$ cat src/rtl/hud_score_writer_pkg.sv
// Shared FSM state type, field layout tables and saturation limits for the HUD score writer.
package hud_pkg;

  typedef enum logic [2:0] {
    IDLE,
    LOAD,
    SHIFT,
    EMIT,
    FINISH
  } state_t;

  localparam int NUM_FIELDS = 6;
  localparam int NUM_BLOBS  = 14;
  localparam int SCORE_MAX  = 9999;
  localparam int VAL_MAX    = 99;

  // Field 0 is the 4-digit score; fields 1..5 are 2-digit values packed after it.
  function automatic logic [3:0] field_base(input logic [2:0] f);
    case (f)
      3'd0:    field_base = 4'd0;
      3'd1:    field_base = 4'd4;
      3'd2:    field_base = 4'd6;
      3'd3:    field_base = 4'd8;
      3'd4:    field_base = 4'd10;
      default: field_base = 4'(NUM_BLOBS - 2);
    endcase
  endfunction

  function automatic logic [2:0] field_digits(input logic [2:0] f);
    return (f == 3'd0) ? 3'd4 : 3'd2;
  endfunction

  function automatic logic [3:0] field_shifts(input logic [2:0] f);
    return (f == 3'd0) ? 4'd14 : 4'd7;
  endfunction

endpackage

$ cat src/rtl/hud_score_writer_if.sv
// Refresh request, snapshot inputs and digit-write port between the HUD feeder and its neighbours.
interface hud_score_writer_if #(
  parameter int SCORE_W = 14,
  parameter int VAL_W   = 7
);
  logic               refresh;
  logic [SCORE_W-1:0] score;
  logic [VAL_W-1:0]   val_a;
  logic [VAL_W-1:0]   val_b;
  logic [VAL_W-1:0]   val_c;
  logic [VAL_W-1:0]   val_d;
  logic [VAL_W-1:0]   val_e;
  logic               write;
  logic [3:0]         num;
  logic [3:0]         blob;
  logic               busy;
  logic               done;

  modport master (
    output refresh, score, val_a, val_b, val_c, val_d, val_e,
    input  write, num, blob, busy, done
  );

  modport slave (
    input  refresh, score, val_a, val_b, val_c, val_d, val_e,
    output write, num, blob, busy, done
  );
endinterface

$ cat src/rtl/hud_score_writer_bcd.sv
// Serial shift-and-add-3 binary to 4-digit BCD converter; one step per enabled cycle.
// Binary operand is loaded MSB-aligned, so an N-bit value needs exactly N steps.
module bin2bcd_serial #(
  parameter int SCORE_W = 14
) (
  input  logic               clk,
  input  logic               reset_n,
  input  logic               load,
  input  logic               step,
  input  logic [SCORE_W-1:0] load_dat,
  output logic [15:0]        bcd
);

  localparam int SR_W = 16 + SCORE_W;

  logic [SR_W-1:0] sr_q;
  logic [SR_W-1:0] sr_adj;

  always_comb begin
    sr_adj = sr_q;
    for (int i = 0; i < 4; i++) begin
      if (sr_q[SCORE_W + 4*i +: 4] >= 4'd5)
        sr_adj[SCORE_W + 4*i +: 4] = sr_q[SCORE_W + 4*i +: 4] + 4'd3;
    end
  end

  always_ff @(posedge clk or negedge reset_n) begin
    if (!reset_n)
      sr_q <= '0;
    else if (load)
      sr_q <= {16'd0, load_dat};
    else if (step)
      sr_q <= sr_adj << 1;
  end

  assign bcd = sr_q[SR_W-1 -: 16];

endmodule

$ cat src/rtl/hud_score_writer.sv
// Snapshots six HUD values on refresh, converts each to BCD and writes 14 digits; 70 cycles from refresh to done.
// No backpressure: refresh while busy is dropped, writes go out one per cycle in EMIT.
module hud_score_writer
  import hud_pkg::*;
#(
  parameter int SCORE_W = 14,
  parameter int VAL_W   = 7
) (
  input logic              clk,
  input logic              reset_n,
  hud_score_writer_if.slave bus
);

  state_t             state_q, state_d;
  logic [2:0]         f_q, f_d;
  logic [3:0]         cnt_q, cnt_d;
  logic [1:0]         dig_q, dig_d;
  logic [VAL_W-1:0]   val_h [5];
  logic [VAL_W-1:0]   val_in [5];
  logic [VAL_W-1:0]   val_sat [5];
  logic [SCORE_W-1:0] score_sat;
  logic               snap;

  logic               write_q, write_d;
  logic               busy_q, busy_d;
  logic               done_q, done_d;
  logic [3:0]         num_q, num_d;
  logic [3:0]         blob_q, blob_d;

  logic               cv_load, cv_step;
  logic [SCORE_W-1:0] cv_dat;
  logic [15:0]        bcd;

  logic [2:0]         ndig;
  logic [3:0]         nshift;
  logic [3:0]         base;
  logic               last_step, last_dig, last_field;
  logic [1:0]         nib_sel;

  always_comb begin
    score_sat = (bus.score > SCORE_W'(SCORE_MAX)) ? SCORE_W'(SCORE_MAX) : bus.score;
    val_in[0] = bus.val_a;
    val_in[1] = bus.val_b;
    val_in[2] = bus.val_c;
    val_in[3] = bus.val_d;
    val_in[4] = bus.val_e;
    for (int i = 0; i < 5; i++)
      val_sat[i] = (val_in[i] > VAL_W'(VAL_MAX)) ? VAL_W'(VAL_MAX) : val_in[i];
  end

  // The converter is loaded on the edge entering LOAD and takes its first step on the
  // edge leaving it, so the final BCD is ready during the last SHIFT cycle and the first
  // digit can be registered straight into EMIT. The score therefore needs no holding register.
  always_comb begin
    ndig       = field_digits(f_q);
    nshift     = field_shifts(f_q);
    base       = field_base(f_q);
    last_step  = (cnt_q == nshift - 4'd1);
    last_dig   = ({1'b0, dig_q} == ndig - 3'd1);
    last_field = (f_q == 3'(NUM_FIELDS - 1));

    state_d = state_q;
    f_d     = f_q;
    cnt_d   = cnt_q;
    dig_d   = dig_q;
    snap    = 1'b0;
    cv_load = 1'b0;
    cv_step = 1'b0;
    cv_dat  = score_sat;
    write_d = 1'b0;
    num_d   = num_q;
    blob_d  = blob_q;
    nib_sel = 2'(ndig - 3'd1);

    case (state_q)
      IDLE: begin
        if (bus.refresh) begin
          snap    = 1'b1;
          f_d     = 3'd0;
          cv_load = 1'b1;
          state_d = LOAD;
        end
      end
      LOAD: begin
        cnt_d   = 4'd0;
        cv_step = 1'b1;
        state_d = SHIFT;
      end
      SHIFT: begin
        if (last_step) begin
          state_d = EMIT;
          dig_d   = 2'd0;
          write_d = 1'b1;
          nib_sel = 2'(ndig - 3'd1);
          blob_d  = base;
        end else begin
          cnt_d   = cnt_q + 4'd1;
          cv_step = 1'b1;
        end
      end
      EMIT: begin
        if (last_dig) begin
          if (last_field) begin
            state_d = FINISH;
          end else begin
            f_d     = f_q + 3'd1;
            cv_load = 1'b1;
            cv_dat  = {val_h[f_q], {(SCORE_W - VAL_W){1'b0}}};
            state_d = LOAD;
          end
        end else begin
          dig_d   = dig_q + 2'd1;
          write_d = 1'b1;
          nib_sel = 2'(ndig - 3'd2 - {1'b0, dig_q});
          blob_d  = base + 4'(dig_q) + 4'd1;
        end
      end
      FINISH: state_d = IDLE;
      default: state_d = IDLE;
    endcase

    if (write_d)
      num_d = bcd[{nib_sel, 2'b00} +: 4];
    busy_d = (state_d != IDLE);
    done_d = (state_d == FINISH);
  end

  always_ff @(posedge clk or negedge reset_n) begin
    if (!reset_n) begin
      state_q <= IDLE;
      f_q     <= '0;
      cnt_q   <= '0;
      dig_q   <= '0;
      write_q <= 1'b0;
      busy_q  <= 1'b0;
      done_q  <= 1'b0;
      num_q   <= '0;
      blob_q  <= '0;
    end else begin
      state_q <= state_d;
      f_q     <= f_d;
      cnt_q   <= cnt_d;
      dig_q   <= dig_d;
      write_q <= write_d;
      busy_q  <= busy_d;
      done_q  <= done_d;
      num_q   <= num_d;
      blob_q  <= blob_d;
    end
  end

  always_ff @(posedge clk or negedge reset_n) begin
    if (!reset_n) begin
      for (int i = 0; i < 5; i++)
        val_h[i] <= '0;
    end else if (snap) begin
      for (int i = 0; i < 5; i++)
        val_h[i] <= val_sat[i];
    end
  end

  bin2bcd_serial #(
    .SCORE_W (SCORE_W)
  ) u_bcd (
    .clk      (clk),
    .reset_n  (reset_n),
    .load     (cv_load),
    .step     (cv_step),
    .load_dat (cv_dat),
    .bcd      (bcd)
  );

  assign bus.write = write_q;
  assign bus.num   = num_q;
  assign bus.blob  = blob_q;
  assign bus.busy  = busy_q;
  assign bus.done  = done_q;

endmodule

$ cat src/flat_wrapper.sv
// flat-port wrapper written by rule: the top's interface ports become plain ports
module hud_score_writer_flat import hud_pkg::*;
#(
  parameter int SCORE_W = 14,
  parameter int VAL_W   = 7
)
  (clk, reset_n, bus_refresh, bus_score, bus_val_a, bus_val_b, bus_val_c, bus_val_d, bus_val_e, bus_write, bus_num, bus_blob, bus_busy, bus_done);
  hud_score_writer_if #(.SCORE_W(SCORE_W), .VAL_W(VAL_W)) bus_i ();
  input logic clk;
  input logic reset_n;
  input wire logic [$bits(bus_i.refresh)-1:0] bus_refresh;
  input wire logic [$bits(bus_i.score)-1:0] bus_score;
  input wire logic [$bits(bus_i.val_a)-1:0] bus_val_a;
  input wire logic [$bits(bus_i.val_b)-1:0] bus_val_b;
  input wire logic [$bits(bus_i.val_c)-1:0] bus_val_c;
  input wire logic [$bits(bus_i.val_d)-1:0] bus_val_d;
  input wire logic [$bits(bus_i.val_e)-1:0] bus_val_e;
  output wire logic [$bits(bus_i.write)-1:0] bus_write;
  output wire logic [$bits(bus_i.num)-1:0] bus_num;
  output wire logic [$bits(bus_i.blob)-1:0] bus_blob;
  output wire logic [$bits(bus_i.busy)-1:0] bus_busy;
  output wire logic [$bits(bus_i.done)-1:0] bus_done;
  assign bus_i.refresh = bus_refresh;
  assign bus_i.score = bus_score;
  assign bus_i.val_a = bus_val_a;
  assign bus_i.val_b = bus_val_b;
  assign bus_i.val_c = bus_val_c;
  assign bus_i.val_d = bus_val_d;
  assign bus_i.val_e = bus_val_e;
  assign bus_write = bus_i.write;
  assign bus_num = bus_i.num;
  assign bus_blob = bus_i.blob;
  assign bus_busy = bus_i.busy;
  assign bus_done = bus_i.done;
  hud_score_writer #(.SCORE_W(SCORE_W), .VAL_W(VAL_W)) u_core (.clk(clk), .reset_n(reset_n), .bus(bus_i));
endmodule
$ cat config.mk
export PLATFORM = sky130hd
export DESIGN_NAME = hud_score_writer_flat
export DESIGN_NICKNAME = d
export VERILOG_FILES = /design/src/rtl/hud_score_writer_pkg.sv /design/src/rtl/hud_score_writer_if.sv /design/src/rtl/hud_score_writer_bcd.sv /design/src/rtl/hud_score_writer.sv /design/src/flat_wrapper.sv
export SDC_FILE = /design/constraint.sdc
export NUM_CORES = 1
export LEC_CHECK = 0
export ABC_CLOCK_PERIOD_IN_PS = 6200
export CAP_MARGIN = 20
export CORE_MARGIN = 4
export CORE_UTILIZATION = 60
export CTS_BUF_LIST = sky130_fd_sc_hd__clkbuf_8
export CTS_CLUSTER_DIAMETER = 100
export CTS_CLUSTER_SIZE = 14
export DETAILED_ROUTE_END_ITERATION = 6
export DONT_BUFFER_PORTS = 1
export PLACE_DENSITY_LB_ADDON = 0.25
export SYNTH_ARGS = -nofsm -noshare
export SYNTH_HDL_FRONTEND = slang
export SYNTH_HIERARCHICAL = 1
export SYNTH_SLANG_ARGS = --single-unit
$ cat constraint.sdc
create_clock -name clk -period 6.2 [get_ports clk]
set_input_delay 0.62 -clock clk [delete_from_list [all_inputs] [get_ports clk]]
set_output_delay 0.62 -clock clk [all_outputs]
set_load 0.02 [all_outputs]
## Word level (Yosys, flattened, before mapping)

Cells that the tools add are included.

- Register bits after elaboration: 88
- Input bits: 52
- Output and inout port bits: 11
- Logic and storage cells: 118

- Add/subtract/negate cells: 13
- Magnitude comparators: 11
- Equal/unequal tests: 17
- Shifts and indexed selects: 1
- Muxes and demuxes: 50
- Bitwise operators: 1
- Reductions and logical operators: 10

Operators by type and width:

| kind | number |
|---|---|
| $mux W30 | 2 |
| $mux W14 | 4 |
| $mux W7 | 7 |
| $gt A7 B7 Y1 const B | 5 |
| $mux W4 | 7 |
| $mux W3 | 9 |
| $bmux W7 S3 | 1 |
| $pmux W4 S5 | 1 |
| $ge A4 B3 Y1 const B | 4 |
| $pmux W4 S2 | 2 |
| $shiftx A16 B5 Y4 | 1 |
| $gt A14 B14 Y1 const B | 1 |
| $add A4 B2 Y4 const B | 3 |
| $eq A3 B2 Y1 const B | 4 |
| $pmux W3 S4 | 1 |
| $eq A3 B3 Y1 const B | 3 |
| $add A4 B1 Y4 const B | 2 |
| $mux W2 | 4 |
| $ne A2 B2 Y1 const B | 4 |
| $reduce_bool A2 Y1 | 4 |
| $mux W1 | 7 |
| $eq A3 B1 Y1 const B | 2 |
| $logic_not A3 Y1 | 2 |
| $pmux W1 S2 | 3 |
| other kinds (19) | 20 |

## Longest topological paths before layout

- Word-level depth: 8
- Depth in mapped cells: 14
- Depth with buffers taken out: 11

## Cells and area by module

Netlist, hierarchy kept.

By module, submodules not included:

| module | instances | cells each | area each (um^2) |
|---|---|---|---|
| hud_score_writer | 1 | 334 | 3,303.2 |
| bin2bcd_serial | 1 | 174 | 1,664.1 |

## Worst setup path before layout

No wires, ideal clock.

- Path kind: reg2reg
- Start: register u_core.f_q[0]
- End: register u_core.num_q[0] (netlist: u_core/bus.num[0])
- Arrival: 2.860 ns
- Required time: 6.075 ns
- Path slack: 3.215 ns
- Stages on the path, launching flop included: 11
- Buffers on the path: 1
- Period minus slack after synthesis: 2.985 ns
- Path through: dfrtp_1 -> buf_2 -> inv_1 -> ha_1 -> nor2b_1 -> xnor2_1 -> ha_1 -> and4bb_4 -> mux2i_1 -> mux4_2 -> mux2_4

- Cells in the longest elaborated chain, start to end: 7

Ends and longest elaborated chain:

| what | line | source |
|---|---|---|
| start, declared | hud_score_writer.sv:15 | `logic [2:0] f_q, f_d;` |
| start signal, assigned | hud_score_writer.sv:131 | `f_q <= '0;` |
| start signal, assigned | hud_score_writer.sv:141 | `f_q <= f_d;` |
| $logic_not A3 Y1 (*) | hud_score_writer_pkg.sv:30, hud_score_writer_pkg.sv:34 |  |
| $mux W3 | hud_score_writer_pkg.sv:30 | `return (f == 3'd0) ? 3'd4 : 3'd2;` |
| $sub A2 B2 Y2 or $sub A3 B1 Y3 (tied branches) | hud_score_writer.sv:114, hud_score_writer.sv:59 |  |
| $sub A2 B2 Y2 or $eq A2 B3 Y1 (tied branches) | hud_score_writer.sv:114, hud_score_writer.sv:59 |  |
| $mux W2 | hud_score_writer.sv:102 | `if (last_dig) begin` |
| $mux W2 | n/a |  |
| $shiftx A16 B5 Y4 | hud_score_writer.sv:123 | `num_d = bcd[{nib_sel, 2'b00} +: 4];` |
| end signal, assigned | hud_score_writer.sv:147 | `num_q <= num_d;` |
| end, declared | hud_score_writer.sv:27 | `logic [3:0] num_q, num_d;` |

Mark *: on every way between the ends. The rest lies on a longest branch, timed or not.
A chain may end at the register's enable or synchronous reset.

## Worst setup path in the final report

- Start: register u_core.f_q[0]
- End: register u_core.u_bcd.sr_q[3]

- Cells in the longest elaborated chain, start to end: 7

Ends and longest elaborated chain:

| what | line | source |
|---|---|---|
| $logic_not A3 Y1 | hud_score_writer_pkg.sv:30 |  |
| $mux W3 | hud_score_writer_pkg.sv:30 |  |
| $sub A3 B1 Y3 | hud_score_writer.sv:59 | `last_dig = ({1'b0, dig_q} == ndig - 3'd1);` |
| $eq A2 B3 Y1 | hud_score_writer.sv:59 |  |
| $mux W1 (*) | hud_score_writer.sv:102 |  |
| $pmux W1 S2 (*) | hud_score_writer.sv:75 | `case (state_q)` |
| net u_core.cv_load | hud_score_writer.sv:30 | `logic cv_load, cv_step;` |
| $mux W30 or $reduce_bool A2 Y1 (tied branches) | n/a |  |
| end signal, assigned | hud_score_writer_bcd.sv:31 | `sr_q <= {16'd0, load_dat};` |
| end signal, assigned | hud_score_writer_bcd.sv:33 | `sr_q <= sr_adj << 1;` |
| end, declared | hud_score_writer_bcd.sv:16 | `logic [SR_W-1:0] sr_q;` |

Mark *: on every way through the listed nets, which the timed path passes. The rest lies on a longest branch.

==> results_dict.tcl <==
set metrics [dict create \
    hp-class "in2async" \
    htreeDepth 3 \
    core_area_um2 7890 \
    layout-drive-gt1-share_pct 9.80 \
    num_io_pins 63 \
    grt.busiest_layer "met2" \
    p_per_area_nw_per_um2 530 \
    relSlewSlack_pct 28.8 \
    ys_seq_elements 87 \
    required_ns 6.43 \
    sw_frac_of_total_pct 43.2 \
    status "finished, final reports clean" \
    drc 0 \
    die_w_um 99.0 \
    synth_compound_area_share_pct 16.4 \
    synth-edff-count 0 \
    r2r_slack_ns 2.29 \
    gr-usage-met1_pct 30.0 \
    io_buffers 0 \
    synthMuxAreaShare_pct 10.8 \
    antenna_found_initial 0 \
    min_period_ns 3.91 \
    synth_top_family_by_area "simple AND/OR/NAND/NOR gates" \
    syn_avg_cell_area_um2 9.78 \
    synthAdderAreaFrac_pct 4.43 \
    p_clk_share_pct 13.1 \
    rsz0062_at_grt "false" \
    postCtsHoldBufs 1 \
    yosysWarnings 6 \
    synth_cell_types 68 \
    syn_inst 508 \
    path_clk_slew_ns 0.10 \
    power_leakage_nw 2.23 \
    cp_max_fo 30 \
    yosysMostFrequentCell "nand2_1" \
    p_seq_share_pct 39.1 \
    synthArstFlopShare_pct 100 \
    slew_viol_final 0 \
    reg2reg_from "u_core/f_q[0]" \
    p_comb_share_pct 47.8 \
    syn2layout_area_growth_pct 4.28 \
    clock_latency_ns 0.36 \
    arrival_ns 4.14 \
    ir_worst_vdd_uv 246 \
    reg2reg_to "u_core/u_bcd/sr_q[3]" \
    initial_core_util_pct 63.0 \
    ant_nets 0 \
    post-route-period-util_pct 63.0 \
    drtPass1Iterations 5 \
    syn_nets 577 \
    switching_power_mw 1.19 \
    ctsRootBufferMaster "clkbuf_8" \
    startpoint_type "register" \
    vias 3782 \
    ff2ff_path_depth 9 \
    total_power_mw 2.75 \
    grt_max_degree 88 \
    wl_mm 10.8 \
    register_area_um2 2180 \
    ys_top_cells_by_count "nand2_1, dfrtp_1, nand3_1, o21ai_0, inv_1" \
    final.setup.tns_ns 0 \
    avgRoutedWirePerCell_um 18.0 \
    track_usage_pct 23.1 \
    grt_use_met3_pct 6.02 \
    yosysSeqAreaShare_pct 43.8 \
    fin_nets 565 \
    synthXorXnorAreaFrac_pct 0.882 \
    yosys.area.top_type "dfrtp_1" \
    hold_viol 0 \
    cts_tree "yes" \
    maxCapViolCount 0 \
    yosys-top-cells-area "dfrtp_1, nand2_1, mux4_2, ha_1, mux2i_1" \
    via_per_inst 6.28 \
    finalSetupViolCount 0 \
    dp.final_hpwl_mm 7.63 \
    grt_pass1_wl_mm 18.4 \
    setup.worst_path.class "reg2reg" \
    cts_buffer_depth 2 \
    cts.sinks 87 \
    die_area_um2 9800 \
    fmax_ghz 0.256 \
    syn_area_um2 4970 \
    grt_remaining_overflow 0 \
    fillCellCount 614 \
    yosysTopAreaCellShare_pct 43.8 \
    drtIter0Drc 283 \
    p_int_mw 1.56 \
    synth_simple_gate_area_share_pct 18.9 \
    rows 32 \
    die_h_um 99.0 \
    worstMarginPinSlew_ns 1.06 \
    post_cts_buffers 0 \
    cp-end-kind "register" \
    use_met2_pct 37.1 \
    routabilityCongestion 0.835 \
    grt_pass1_vias 3878 \
    cts_resized 0 \
    fin_skew_ns 0.0173 \
    multi_input_area_um2 2560 \
    cts_made_buffers 9 \
    synth_ff_type "dfrtp_1" \
    n_antenna_cell 0 \
]
## worst max-delay path, stage by stage (launching register included)
cell and delay (ns):
dfrtp_1 0.72, inv_1 0.19, ha_1 0.29, nor2b_1 0.20, xnor2_1 0.21, ha_1 0.31
nand3_1 0.57, nand2_1 0.74, buf_4 0.39, o21ai_0 0.14
## final cells by class
cell class                      instances  share of cell area, %
Multi-Input combinational cell        370                   49.5
Sequential cell                        87                   42.0
Tap cell                              102                   2.46
Clock buffer                            9                   2.39
Inverter                               24                   1.74
Timing Repair Buffer                    4                  0.966
Clock inverter                          6                  0.894
## per-layer routing
layer,share of wire [%],routed length [um],up-vias
met5,0,0,-
li1,-,-,1815
met1,44,4740,1854
met2,49,5320,99
met4,1.4,152,0
met3,5.8,631,14
## cell families (layout without fill, tap and decap cells)
group / count (synthesis) / count (layout)
AND/OR/NAND/NOR: 192 / 192
AO/OA/AOI/OAI: 119 / 119
flip-flops: 87 / 87
buffers and inverters: 51 / 43
multiplexers: 37 / 37
adder cells (fa/ha/maj): 17 / 17
XOR/XNOR: 5 / 5
## worst max-delay path by stage
| stage | from | to | slack, ns | cells past startpoint |
|---|---|---|---|---|
| floorplan | u_core/f_q[0] | u_core/bus.num[0] | 3.21 | 10 |
| global placement | u_core/f_q[0] | u_core/u_bcd/sr_q[7] | 2.46 | 9 |
| detailed placement | u_core/f_q[0] | u_core/u_bcd/sr_q[7] | 2.30 | 9 |
| CTS | u_core/f_q[0] | u_core/u_bcd/sr_q[26] | 2.28 | 11 |
| global route | u_core/f_q[0] | u_core/u_bcd/sr_q[7] | 1.84 | 10 |
| finish | u_core/f_q[0] | u_core/u_bcd/sr_q[3] | 2.29 | 9 |
## registers in the layout, summed over array words and instances, names as in the netlist
register	count
u_core/dig_q	2
u_core/cnt_q	4
u_core/bus.write	1
u_core/f_q	3
u_core/bus.busy	1
u_core/val_h	35
u_core/bus.done	1
u_core/bus.num	4
u_core/u_bcd/sr_q	30
u_core/state_q	3
u_core/bus.blob	3
## power groups by stage
stage                     registers, mW  logic (mW)  clock network, mW
after floorplan                   0.970        1.15                  0
after global placement             1.07        1.23                  0
after detailed placement           1.08        1.28                  0
after CTS                          1.07        1.30              0.369
after global routing               1.11        1.48              0.398
final                              1.07        1.31              0.360
## stage by stage
stage	util [%]	instance area, um2	setup slack [ns]	instances	hold slack (ns)
floorplan	-	4970	3.21	508	0.324
global placement	63.2	4980	2.46	586	0.328
detailed placement	63.2	4980	2.30	586	0.327
CTS	65.7	5180	2.28	602	0.173
global route	65.7	5180	1.84	602	0.179
finish	65.7	5180	2.29	602	0.147
## cell usage in the layout, fill, tap and decap left out, types with 6 or more instances in the layout
cell | netlist | routed
nand2_1 | 99 | 99
dfrtp_1 | 87 | 87
o21ai_0 | 24 | 24
nand3_1 | 24 | 24
inv_1 | 19 | 19
nor2_1 | 17 | 17
mux2i_1 | 17 | 17
ha_1 | 16 | 16
o21ai_1 | 15 | 15
a21oi_1 | 15 | 14
mux4_2 | 11 | 11
nor3_1 | 10 | 10
o22a_1 | 10 | 10
clkbuf_8 | 0 | 9
nand2b_1 | 7 | 7
a31oi_1 | 7 | 7
o21a_1 | 6 | 6
a221oi_1 | 6 | 6
nand4_1 | 6 | 6
No activity file was read; power rests on OpenSTA's default activity.
